**src/rtl/arith_pkg.sv**
```systemverilog
// Shared types and helpers for the arithmetic datapath blocks.
package arith_pkg;

  typedef enum logic [1:0] {
    IDLE = 2'd0,
    RUN  = 2'd1,
    DONE = 2'd2
  } state_e;

  function automatic int unsigned clog2(input int unsigned value);
    return $clog2(value);
  endfunction

endpackage

```
**src/rtl/mul_adder.sv**
```systemverilog
// Combinational WIDTH-bit adder with carry-out and carry-in tied low.
// A vendor adder primitive can replace this module for synthesis.
module mul_adder #(
  parameter int unsigned WIDTH = 16
) (
  input  logic [WIDTH-1:0] a_i,
  input  logic [WIDTH-1:0] b_i,
  output logic [WIDTH-1:0] sum_o,
  output logic             cout_o
);

  assign {cout_o, sum_o} = {1'b0, a_i} + {1'b0, b_i};

endmodule

```
**src/rtl/seq_mul.sv**
```systemverilog
// Iterative shift-and-add unsigned multiplier: one adder pass per enabled clock,
// WIDTH passes per product, valid/ready on both sides.
module seq_mul
  import arith_pkg::*;
#(
  parameter int unsigned WIDTH = 16
) (
  input  logic               clock,
  input  logic               aclr_n,
  input  logic               clken,
  input  logic               in_valid,
  output logic               in_ready,
  input  logic [WIDTH-1:0]   dataa,
  input  logic [WIDTH-1:0]   datab,
  output logic               out_valid,
  input  logic               out_ready,
  output logic [2*WIDTH-1:0] result,
  output logic               busy
);

  localparam int unsigned CntW = clog2(WIDTH);

  state_e            state_q, state_d;
  logic [WIDTH-1:0]  mcand_q, mcand_d;
  logic [WIDTH-1:0]  acc_hi_q, acc_hi_d;
  logic [WIDTH-1:0]  acc_lo_q, acc_lo_d;
  logic [CntW-1:0]   count_q, count_d;

  logic [WIDTH-1:0]  addend;
  logic [WIDTH-1:0]  sum;
  logic              cout;

  // Low bit of the multiplier selects whether this pass adds the multiplicand.
  assign addend = acc_lo_q[0] ? mcand_q : '0;

  mul_adder #(
    .WIDTH (WIDTH)
  ) u_adder (
    .a_i    (acc_hi_q),
    .b_i    (addend),
    .sum_o  (sum),
    .cout_o (cout)
  );

  assign in_ready  = (state_q == IDLE) & clken & aclr_n;
  assign out_valid = (state_q == DONE);
  assign busy      = (state_q != IDLE);
  assign result    = {acc_hi_q, acc_lo_q};

  always_comb begin
    state_d  = state_q;
    mcand_d  = mcand_q;
    acc_hi_d = acc_hi_q;
    acc_lo_d = acc_lo_q;
    count_d  = count_q;
    if (clken) begin
      unique case (state_q)
        IDLE: begin
          if (in_valid && in_ready) begin
            mcand_d  = dataa;
            acc_lo_d = datab;
            acc_hi_d = '0;
            count_d  = CntW'(WIDTH - 1);
            state_d  = RUN;
          end
        end
        RUN: begin
          // Shift {cout, sum, acc_lo} right by one; the product fills in from the top.
          acc_hi_d = {cout, sum[WIDTH-1:1]};
          acc_lo_d = {sum[0], acc_lo_q[WIDTH-1:1]};
          if (count_q == '0) begin
            state_d = DONE;
          end else begin
            count_d = count_q - 1'b1;
          end
        end
        DONE: begin
          if (out_ready) begin
            state_d = IDLE;
          end
        end
        default: state_d = IDLE;
      endcase
    end
  end

  always_ff @(posedge clock or negedge aclr_n) begin
    if (!aclr_n) begin
      state_q  <= IDLE;
      mcand_q  <= '0;
      acc_hi_q <= '0;
      acc_lo_q <= '0;
      count_q  <= '0;
    end else begin
      state_q  <= state_d;
      mcand_q  <= mcand_d;
      acc_hi_q <= acc_hi_d;
      acc_lo_q <= acc_lo_d;
      count_q  <= count_d;
    end
  end

endmodule
```
**config.mk**
```make
export PLATFORM = sky130hd
export DESIGN_NAME = seq_mul
export DESIGN_NICKNAME = d
export VERILOG_FILES = /design/src/rtl/arith_pkg.sv /design/src/rtl/mul_adder.sv /design/src/rtl/seq_mul.sv
export SDC_FILE = /design/constraint.sdc
export NUM_CORES = 1
export LEC_CHECK = 0
export BUFFER_PORTS_ARGS = -buffer_cell sky130_fd_sc_hd__buf_2
export CAP_MARGIN = 20
export CORE_MARGIN = 2
export CORE_UTILIZATION = 59
export DETAILED_ROUTE_END_ITERATION = 16
export GPL_TIMING_DRIVEN = 0
export PLACE_DENSITY_LB_ADDON = 0.3
export SYNTH_ARGS = -nofsm -noshare
export SYNTH_HDL_FRONTEND = slang
export SYNTH_HIERARCHICAL = 1
export SYNTH_SLANG_ARGS = --single-unit
```
**constraint.sdc**
```tcl
create_clock -name clock -period 4.3 [get_ports clock]
set_input_delay 0.645 -clock clock [delete_from_list [all_inputs] [get_ports clock]]
set_output_delay 0.645 -clock clock [all_outputs]
set_load 0.1 [all_outputs]
```
== Word level (Yosys, flattened, before mapping) ==
Cells that the tools add are included.
W data, S select, Z words.

* Bits in registers: 54
* Bits of input ports: 37
* Output and inout port bits: 35
* Word-level logic and storage cells: 36

* Add/sub/neg operators: 2
* Equality and inequality tests: 6
* Multiplexer cells: 12
* Bitwise gates (word level): 2
* Reductions and logical operators: 9

{| class="wikitable"
|+ Operator list
! operator !! count
|-
| $pmux W16 S2 || 2
|-
| $mux W16 || 3
|-
| $add A16 B16 Y17 || 1
|-
| $mux W4 || 2
|-
| $pmux W4 S2 || 1
|-
| $reduce_and A4 Y1 || 2
|-
| $mux W2 || 3
|-
| $pmux W2 S3 || 1
|-
| $reduce_and A3 Y1 || 2
|-
| $logic_not A4 Y1 || 1
|-
| $ne A2 B1 Y1 const B || 2
|-
| $ne A2 B2 Y1 const B || 2
|-
| $reduce_bool A2 Y1 || 2
|-
| $sub A4 B1 Y4 const B || 1
|-
| $and A1 B1 Y1 || 2
|-
| $eq A2 B1 Y1 const B || 1
|-
| $eq A2 B2 Y1 const B || 1
|-
| $logic_not A2 Y1 || 1
|-
| $logic_and A1 B1 Y1 || 1
|}

== Logic depth before layout (Yosys ltp) ==
Gate-level depths: netlist of the first run.

* Word-level depth: 6
* Gate-level depth with buffers: 10
* Gate-level depth less buffers: 9

== Hierarchy ==
The synthesis of the first run kept the hierarchy.

{| class="wikitable"
|+ Modules (own cells, without submodules)
! module !! instances !! cells each !! area each (um^2) !! sequential area each (um^2)
|-
| seq_mul || 1 || 198 || 2497.4 || 1351.3
|-
| mul_adder || 1 || 110 || 855.8 || 0.0
|}

== Worst setup path before layout of the first run ==
Ideal clock, no wire load.

* Kind: reg2reg
* From: register acc_lo_q[0]
* To: register acc_hi_q[15]
* Setup time: 0.122 ns
* Data arrival time: 2.796 ns
* Data required time: 4.178 ns
* Path slack: 1.382 ns
* Cell stages (with the launch flop): 10
* Buffers on the path: 0
* Clock period less this slack: 2.918 ns
* Cell sequence: dfrtp_1 > and2_1 > ha_1 > fa_1 > a21o_1 > a221oi_2 > o21ai_2 > a21oi_2 > o21ai_0 > a22o_1

* Cells in the longest elaborated chain, start to end: 3

{| class="wikitable"
|+ RTL lines
! element !! RTL line !! RTL
|-
| from (decl) || seq_mul.sv:26 || <nowiki>logic [WIDTH-1:0] acc_lo_q, acc_lo_d;</nowiki>
|-
| from (signal assigned) || seq_mul.sv:98 || <nowiki>acc_lo_q <= acc_lo_d;</nowiki>
|-
| $mux W16 || seq_mul.sv:34 || <nowiki>assign addend = acc_lo_q[0] ? mcand_q : '0;</nowiki>
|-
| named net addend[0] || seq_mul.sv:29 || <nowiki>logic [WIDTH-1:0] addend;</nowiki>
|-
| $add A16 B16 Y17 || mul_adder.sv:12 || <nowiki>assign {cout_o, sum_o} = {1'b0, a_i} + {1'b0, b_i};</nowiki>
|-
| named net cout || seq_mul.sv:31 || <nowiki>logic cout;</nowiki>
|-
| $pmux W16 S2 || seq_mul.sv:57 || <nowiki>unique case (state_q)</nowiki>
|-
| to (signal assigned) || seq_mul.sv:97 || <nowiki>acc_hi_q <= acc_hi_d;</nowiki>
|-
| to (decl) || seq_mul.sv:25 || <nowiki>logic [WIDTH-1:0] acc_hi_q, acc_hi_d;</nowiki>
|}

The timed path passes the listed nets, and every way through them passes these cells.
A chain may end at the register's enable or synchronous reset.

== Worst setup path after layout of the first run ==
* From: register acc_lo_q[0]
* To: register acc_hi_q[14]

* Cells in the longest elaborated chain, start to end: 3

{| class="wikitable"
|+ RTL lines
! element !! RTL line !! RTL
|-
| $mux W16 || seq_mul.sv:34 ||
|-
| named net addend[9] || seq_mul.sv:29 ||
|-
| $add A16 B16 Y17 || mul_adder.sv:12 ||
|-
| named net sum[15] || seq_mul.sv:30 || <nowiki>logic [WIDTH-1:0] sum;</nowiki>
|-
| $pmux W16 S2 || seq_mul.sv:57 ||
|}

The timed path passes the listed nets, and every way through them passes these cells.

==> flow_metrics.tcl, run 1 <==
set metrics [dict create \
    setup_tns_ns 0 \
    syn_nets 363 \
    slew_headroom 0.6585 \
    synth.area.top_cells "dfrtp_1 40%, ha_1 6.3%, a21oi_1 6.0%" \
    htreeDepth 2 \
    synthArstFlopShare 1.000 \
    nFillCells 427 \
    ys.warnings.count 6 \
    detail-route-antenna-nets 0 \
    fin_crit_sh 0.6355 \
    drive_gt1_frac 0.3204 \
    cts_buffers 5 \
    reg2reg_to "acc_hi_q[14]" \
    cts_buffer_depth 2 \
    grt_util_all_layers 0.2421 \
    outcome "completed" \
    final_hold_viol_count 0 \
    synth-seq-area-share 0.4030 \
    grt_max_degree 41 \
    avgRoutedWirePerCell_um 15.64 \
    synthDistinctLibCells 54 \
    grt_pass1_vias 2618 \
    top_level_ports 72 \
    synth_top_area_share 0.4030 \
    postCtsHoldBufs 0 \
    end_kind "register" \
    ctsResizeCount 0 \
    grt_first_pass_wirelength_mm 12.04 \
    setup_viol 0 \
    syn_area_per_cell_um2 10.89 \
    slew_violations 0 \
    antenna_cells 0 \
    skew_ns 0.007668 \
    syn_area_mm2 0.003353 \
    start_util 0.6090 \
    crit_end "acc_hi_q[14]" \
    fp.dieW_um 79.39 \
    synth_edf_count 0 \
    antenna_found_initial 0 \
    r2r_setup_slack_ns 1.57 \
    cts_tree "built" \
    path_class "register to register" \
    crit_fanout 10 \
    drt_pass1_iterations 4 \
    die_area_mm2 0.006303 \
    syn_to_final_growth_pct 16.27 \
    post_cts.repair.setup_buffers 0 \
    startpoint_type "register" \
    dpl.hpwl_mm 5.297 \
    drc 0 \
    die_height_um 79.39 \
    io_buffers 71 \
    clock_latency_ns 0.30 \
    worst_pin_slew_ns 0.5099 \
    finalWirelength_mm 7.180 \
    vias_per_cell 5.928 \
    synthFlopType "dfrtp_1" \
    reg2regPathDepth 10 \
    finalCriticalPeriod_ns 2.733 \
    ctsRootBufferMaster "clkbuf_8" \
    rsz0062_at_grt "no" \
    clock-sinks 54 \
    startpoint "acc_lo_q[0]" \
    crit_arrival_ns 2.94 \
    via_count 2721 \
    drt_iter0_drc 210 \
    yosysTopAreaCell "dfrtp_1" \
    regToRegStartpoint "acc_lo_q[0]" \
    num_rows 27 \
    cp_data_required_time_ns 4.50 \
    synthCells 308 \
    layout.nets 442 \
    clkTransAtPathRegs_ns 0.09 \
    layout_common_cells "82 x buf_2, 54 x dfrtp_1, 40 x a21oi_1" \
    min_path_type "primary input to asynchronous set/reset pin" \
    core_area_mm2 0.005507 \
    ys_ff_latch 54 \
    place.gp.congestion 0.8482 \
    layout_commonest_cell "buf_2" \
    overflow 0 \
    max_cap_viol_count 0 \
    fmax_mhz 366.0 \
]
cells in the mapped netlist (3+ instances only):
master	count
a22o_1	18
nor2_1	3
o21ai_0	7
mux2i_1	17
ha_1	17
xnor2_1	6
buf_6	7
nand2_1	5
inv_1	9
buf_2	11
a21oi_1	40
mux2_4	10
xor2_1	4
and3_1	5
mux2_2	6
a211oi_1	4
nand3_1	4
nor3_1	5
dfrtp_1	54
o211ai_1	3
nor2b_1	4
and2_1	17
nor4_1	3
a21o_1	10
per-stage QoR:
step	area (um^2)	std cells	utilization	worst slack (ns)	hold slack, ns
3_3_place_gp	3799	451	0.6898	1.237	0.4860
2_1_floorplan	3353	308	-	1.382	0.3494
4_1_cts	3899	459	0.7080	1.572	0.2861
6_report	3899	459	0.7080	1.567	0.2814
5_1_grt	3899	459	0.7080	1.340	0.3067
3_5_place_dp	3819	452	0.6935	1.564	0.4897
routing by layer:
layer / up-vias / part of all wire / track usage / routed length, um
li1: 1307 / - / - / -
met1: 1306 / 0.46 / 0.3454 / 3276
met2: 93 / 0.47 / 0.3720 / 3346
met3: 15 / 0.061 / 0.04299 / 439
met4: 0 / 0.016 / 0.08621 / 117
met5: - / 0 / 0 / 0
critical path: stages, from the launching register on:
cell and delay [ns]:
dfrtp_1 0.52, clkbuf_1 0.36, and2_1 0.19, ha_1 0.23
buf_6 0.14, a21o_1 0.25, o211a_1 0.25, o221ai_1 0.17
o211ai_1 0.15, xor2_1 0.17, a22o_1 0.20
worst min path at each step:
stage	from	to	slack, ns	cells past startpoint
after floorplan	aclr_n	acc_hi_q[0]	0.35	0
after global placement	mcand_q[13]	mcand_q[13]	0.49	1
after detailed placement	mcand_q[11]	mcand_q[11]	0.49	1
after CTS	aclr_n	acc_hi_q[9]	0.29	1
after global routing	aclr_n	acc_hi_q[9]	0.31	1
final	aclr_n	acc_hi_q[9]	0.28	1
registers in the layout, indices dropped and copies added (netlist names):
signal,cells
acc_hi_q,16
mcand_q,16
count_q,4
acc_lo_q,16
state_q,2
kinds of logic (layout without fill, tap and decap cells):
| kind of cell | after synthesis | after routing | synth area share |
|---|---|---|---|
| buffers and inverters | 31 | 110 | 0.05672 |
| and+or+nand+nor | 57 | 57 | 0.1101 |
| muxes | 33 | 33 | 0.1157 |
| AOI/OAI and AO/OA | 105 | 105 | 0.2190 |
| DFF | 54 | 54 | 0.4030 |
| adders and majority gates | 18 | 18 | 0.06940 |
| xor gates and xnor gates | 10 | 10 | 0.02612 |
final cells by class:
| class | instances | area, um^2 | area share |
|---|---|---|---|
| multi-input combinational | 223 | 1812 | 0.4647 |
| sequential | 54 | 1351 | 0.3466 |
| timing repair buffer | 72 | 375.4 | 0.09628 |
| buffer | 22 | 156.4 | 0.04012 |
| tap | 72 | 90.09 | 0.02311 |
| clock buffer | 6 | 72.57 | 0.01861 |
| inverter | 9 | 33.78 | 0.008665 |
| clock inverter | 1 | 7.507 | 0.001926 |
Power of run 1 is not shown: default switching activity piles up to over one toggle a cycle in this logic, so the estimate is an artifact.
==> run 2: changes to the inputs <==
CORE_UTILIZATION = 50   (was 59)
clock period = 2.3 ns   (was 4.3 ns; I/O delays follow)
==> run 2 against run 1 <==
Net effect:
- the flow now finishes with violations (negative setup slack)
- routed wire length is 11% higher
- largest cell class unchanged
- sequential cell count stayed put
- non-clock buffer count is 15 higher
==> flow_metrics.tcl, run 2 (synthesis results as in run 1) <==
set metrics [dict create \
    crit_arrival_ns 2.70 \
    die_area_mm2 0.007377 \
    clock-sinks 54 \
    grt_first_pass_wirelength_mm 13.03 \
    met1_length_mm 3.536 \
    skew_ns 0.005026 \
    drive_gt1_frac 0.4417 \
    slew_headroom 0.4105 \
    min_path_type "primary input to asynchronous set/reset pin" \
    startpoint_type "register" \
    setup_viol 10 \
    place.gp.congestion 0.8580 \
    worst_pin_slew_ns 0.8813 \
    start_util 0.5221 \
    antenna_found_initial 0 \
    via_count 2772 \
    dpl.hpwl_mm 5.362 \
    cts_buffers 5 \
    drt_pass1_iterations 7 \
    finalCriticalPeriod_ns 2.496 \
    ctsRootBufferMaster "clkbuf_8" \
    final_hold_viol_count 0 \
    grt_pass1_vias 2766 \
    violations "negative setup slack" \
    grt_util_all_layers 0.2190 \
    num_rows 29 \
    end_kind "register" \
    path_class "register to register" \
    crit_fanout 6 \
    syn_to_final_growth_pct 30.00 \
    layout.nets 457 \
    avgRoutedWirePerCell_um 16.64 \
    grt_max_degree 40 \
    layout_common_cells "78 x buf_2, 42 x dfrtp_1, 40 x a21oi_1" \
    core_area_mm2 0.006422 \
    max_cap_viol_count 0 \
    pre_cts_ws_ns -0.2554 \
    fmax_mhz 400.6 \
    io_buffers 71 \
    nFillCells 488 \
    cts_tree "built" \
    post-route-worst-setup-slack_ns -0.1960 \
    die_height_um 85.89 \
    detail-route-antenna-nets 0 \
    clock_latency_ns 0.31 \
    met3_length_um 374 \
    htreeDepth 2 \
    vias_per_cell 5.775 \
    fin_crit_sh 1.085 \
    clkTransAtPathRegs_ns 0.10 \
    layout_commonest_cell "buf_2" \
    highest_layer "met4" \
    wl_met2_mm 3.902 \
    antenna_cells 0 \
    stdcell_count 480 \
    top_level_ports 72 \
    overflow 0 \
    drt_iter0_drc 100 \
    fp.dieW_um 85.89 \
    finalWirelength_mm 7.987 \
    slew_violations 0 \
    rsz0062_at_grt "yes" \
    outcome "complete, but fails checks" \
    dpl.cell_count 457 \
    drc 0 \
    largestRegisters "acc_hi_q x16, acc_lo_q x16, mcand_q x16" \
    cp_data_required_time_ns 2.51 \
    cts_buffer_depth 2 \
]
-- run 2: cell type report --
| cell class | instances | area, um^2 | area share |
|---|---|---|---|
| inverter | 9 | 33.78 | 0.007750 |
| sequential | 54 | 1369 | 0.3140 |
| tap | 77 | 96.34 | 0.02210 |
| clock inverter | 2 | 60.06 | 0.01378 |
| timing repair buffer | 88 | 504.2 | 0.1157 |
| buffer | 21 | 180.2 | 0.04133 |
| clock buffer | 6 | 82.58 | 0.01894 |
| multi-input combinational | 223 | 2033 | 0.4664 |
-- run 2: worst paths after layout --
path,end,cells after the start,slack [ns],from
max reg2reg,acc_hi_q[15],9,-0.20,acc_lo_q[0]
min reg2reg,mcand_q[14],1,0.51,mcand_q[14]
min in group clock,mcand_q[15],2,0.26,dataa[15]
max,acc_hi_q[15],9,-0.20,acc_lo_q[0]
min,state_q[0],2,0.002,aclr_n
max in group asynchronous,acc_hi_q[6],2,0.97,aclr_n
-- run 2: worst max-delay path, stage by stage (launching register included) --
cell      delay (ns)
dfrtp_4         0.53
and2_4          0.16
ha_4            0.15
fa_2            0.33
a21o_1          0.23
a221oi_4        0.38
o21ai_2         0.14
a21oi_2         0.19
o21ai_1         0.08
a22o_1          0.20
-- run 2: metal layers --
| layer | vias to the layer above | GRT usage |
|---|---|---|
| met3 | 13 | 0.04139 |
| li1 | 1338 | - |
| met5 | - | 0 |
| met2 | 83 | 0.3601 |
| met4 | 0 | 0.08081 |
| met1 | 1338 | 0.2877 |
-- run 2: through the flow --
| step | instance area [um^2] | hold WS, ns | setup TNS (ns) | util |
|---|---|---|---|---|
| 6_report | 4359 | 0.001644 | -1.215 | 0.6787 |
| 3_5_place_dp | 3887 | 0.3303 | -1.553 | 0.6053 |
| 4_1_cts | 4218 | 0.01144 | -0.8576 | 0.6567 |
| 3_3_place_gp | 3867 | 0.4821 | -6.602 | 0.6022 |
| 5_1_grt | 4359 | 0.02193 | -1.888 | 0.6787 |
| 2_1_floorplan | 3416 | 0.04941 | -1.148 | - |
-- run 2: what timing repair did --
item / in CTS / in global routing
gates resized for setup: 24 / 15
buffers inserted: 8 / 6
cloned: 1 / 0
pin swaps: 16 / 18
setup endpoints to repair: 9 / 9
endpoints found under the hold margin: 19 / 0
hold buffers: 1 / 0
Power of run 2 is left out for the same reason.
==> run 3: changes to the inputs <==
CORE_UTILIZATION = 49   (was 50)
PLACE_DENSITY = 0.82   (was not set)
PLACE_DENSITY_LB_ADDON = not set   (was 0.3)
REMOVE_ABC_BUFFERS = 1   (was not set)
SYNTH_HIERARCHICAL = not set   (was 1)
==> run 3 against run 2 <==
Net effect:
- routed wire length is 1.2% lower
- the flow still finishes with violations (negative setup slack)
- sequential share of layout area grew 2.6 points
- maximum frequency is 7.1% higher
- core utilization fell by 4.0 points
- final cell count fell by 1.5%
- via count decreased by 1.4%
- synthesized area shrank 7.0%
- sequential cell count unchanged
- clock-buffer cell count fell by 1
- critical path type unchanged
==> flow_metrics.tcl, run 3 <==
set metrics [dict create \
    cp_data_required_time_ns 2.49 \
    grtUsageMet1 0.2629 \
    rsz0062_at_grt "yes" \
    cts_buffer_depth 2 \
    crit_arrival_ns 2.52 \
    synthDistinctLibCells 51 \
    path_class "register to register" \
    syn_to_final_growth_pct 27.72 \
    crit_fanout 5 \
    largestRegisters "acc_hi_q x16, acc_lo_q x16, mcand_q x16" \
    cts_buffers 5 \
    finalWirelength_mm 7.890 \
    start_util 0.4998 \
    synth-seq-area-share 0.4332 \
    max_cap_viol_count 0 \
    multi_input_area_mm2 0.001878 \
    synth_edf_count 0 \
    finalCriticalPeriod_ns 2.330 \
    synthCells 314 \
    layout_commonest_cell "buf_2" \
    layout.nets 450 \
    synth.area.top_cells "dfrtp_1 43%, ha_1 6.8%, o21ai_0 5.8%" \
    fp.dieW_um 83.79 \
    grt_use_met3 0.04550 \
    grt_pass1_vias 2642 \
    pre_cts_ws_ns -0.5590 \
    end_kind "register" \
    outcome "complete, but fails checks" \
    drt_iter0_drc 251 \
    antenna_cells 0 \
    ys_ff_latch 54 \
    cts_tree "built" \
    drc 0 \
    synthFlopType "dfrtp_1" \
    nFillCells 472 \
    grt_max_degree 38 \
    dpl.hpwl_mm 5.082 \
    overflow 0 \
    post-route-util 0.6383 \
    grt_util_all_layers 0.2084 \
    yosysTopAreaCell "dfrtp_1" \
    layout_common_cells "71 x buf_2, 53 x dfrtp_1, 45 x nand2_1" \
    syn_area_per_cell_um2 9.934 \
    setup_viol 2 \
    grt_first_pass_wirelength_mm 12.19 \
    antenna_found_initial 0 \
    drive_gt1_frac 0.3687 \
    top_level_ports 72 \
    violations "negative setup slack" \
    startpoint_type "register" \
    syn_area_mm2 0.003119 \
    top_usage_layer "met2" \
    min_path_type "primary input to asynchronous set/reset pin" \
    worst_pin_slew_ns 0.8644 \
    final_hold_viol_count 0 \
    fin_crit_sh 1.013 \
    place.gp.congestion 0.9093 \
    avgRoutedWirePerCell_um 16.68 \
    fmax_mhz 429.2 \
    die_area_mm2 0.007020 \
    ys_top_cells_by_count "54 x dfrtp_1, 45 x nand2_1, 36 x o21ai_0" \
    core_area_mm2 0.006241 \
    via_count 2732 \
    ys.warnings.count 0 \
    synth_top_area_share 0.4332 \
    post-route-worst-setup-slack_ns -0.02976 \
    slew_violations 0 \
    clock-sinks 54 \
    grt_util_met2 0.3425 \
    seqCellArea_mm2 0.001353 \
    synthArstFlopShare 1.000 \
    vias_per_cell 5.776 \
    final_area_mm2 0.003984 \
    ctsRootBufferMaster "clkbuf_8" \
    place_area_mm2 0.003572 \
    clkTransAtPathRegs_ns 0.11 \
    slew_headroom 0.4219 \
    num_rows 29 \
    htreeDepth 2 \
    die_height_um 83.79 \
    drt_pass1_iterations 5 \
    clock_latency_ns 0.31 \
    io_buffers 71 \
    skew_ns 0.01287 \
    synth.most_common_cell "dfrtp_1" \
    detail-route-antenna-nets 0 \
]
-- run 3: cell types whose count changed in the layout (fill, tap and decap cells not counted), moves of 11 or more --
cell     before  now
a21oi_1      40   12
a22o_1       18    1
dfrtp_1      42   53
nand2_1       5   45
o21ai_0       6   35
-- run 3: worst max-delay path: stages (launching register included) --
cell and delay, ns:
dfrtp_2 0.39, and2_1 0.16, ha_2 0.22, inv_1 0.06, fa_2 0.36, nor2b_4 0.16
o211ai_4 0.13, a211oi_2 0.30, o21ai_0 0.15, a32o_1 0.28
-- run 3: final timing paths --
| path | to | slack (ns) | start | cells past startpoint |
|---|---|---|---|---|
| max reg2reg | acc_hi_q[11] | -0.03 | acc_lo_q[0] | 9 |
| max in group asynchronous | acc_hi_q[9] | 1.01 | aclr_n | 2 |
| min reg2reg | mcand_q[14] | 0.50 | mcand_q[14] | 1 |
| max | acc_hi_q[11] | -0.03 | acc_lo_q[0] | 9 |
| min | count_q[2] | 0.02 | aclr_n | 2 |
| min in group clock | mcand_q[0] | 0.26 | dataa[0] | 2 |
-- run 3: timing repair --
item,CTS,global route
hold endpoints to repair,19,0
buffers inserted,3,8
resized for setup,14,27
hold buffers,1,0
endpoints found under the setup margin,11,9
pin swaps,3,11
-- run 3: final cells by class --
type | count | area share
clock buffer | 5 | 0.01727
sequential | 54 | 0.3395
timing repair buffer | 86 | 0.1300
inverter | 8 | 0.007538
tap | 77 | 0.02418
multi-input combinational | 240 | 0.4714
clock inverter | 3 | 0.01005
-- run 3: routing by layer --
layer,vias up,share of wire
met1,1288,0.42
met4,0,0.033
met2,116,0.49
met3,38,0.056
li1,1290,-
met5,-,0
-- run 3: kinds of logic (layout without fill, tap and decap cells) --
kind of cell	count (synthesis)	count (layout)	share of synthesized area
compound gates	88	88	0.1829
buf+inv	20	102	0.03008
mux	32	32	0.1091
fa+ha+maj	18	18	0.07461
xor+xnor	7	7	0.01966
simple gates	95	95	0.1504
flops	54	54	0.4332
-- run 3: per-stage QoR --
step	hold slack, ns	TNS [ns]	instances
after detailed placement	0.3239	-4.920	453
after CTS	0.02980	-0.009578	465
after global routing	0.03118	-0.3810	473
after global placement	0.4811	-27.53	450
final	0.02272	-0.03332	473
after floorplan	0.04941	-5.152	302
Power of run 3 is left out for the same reason.
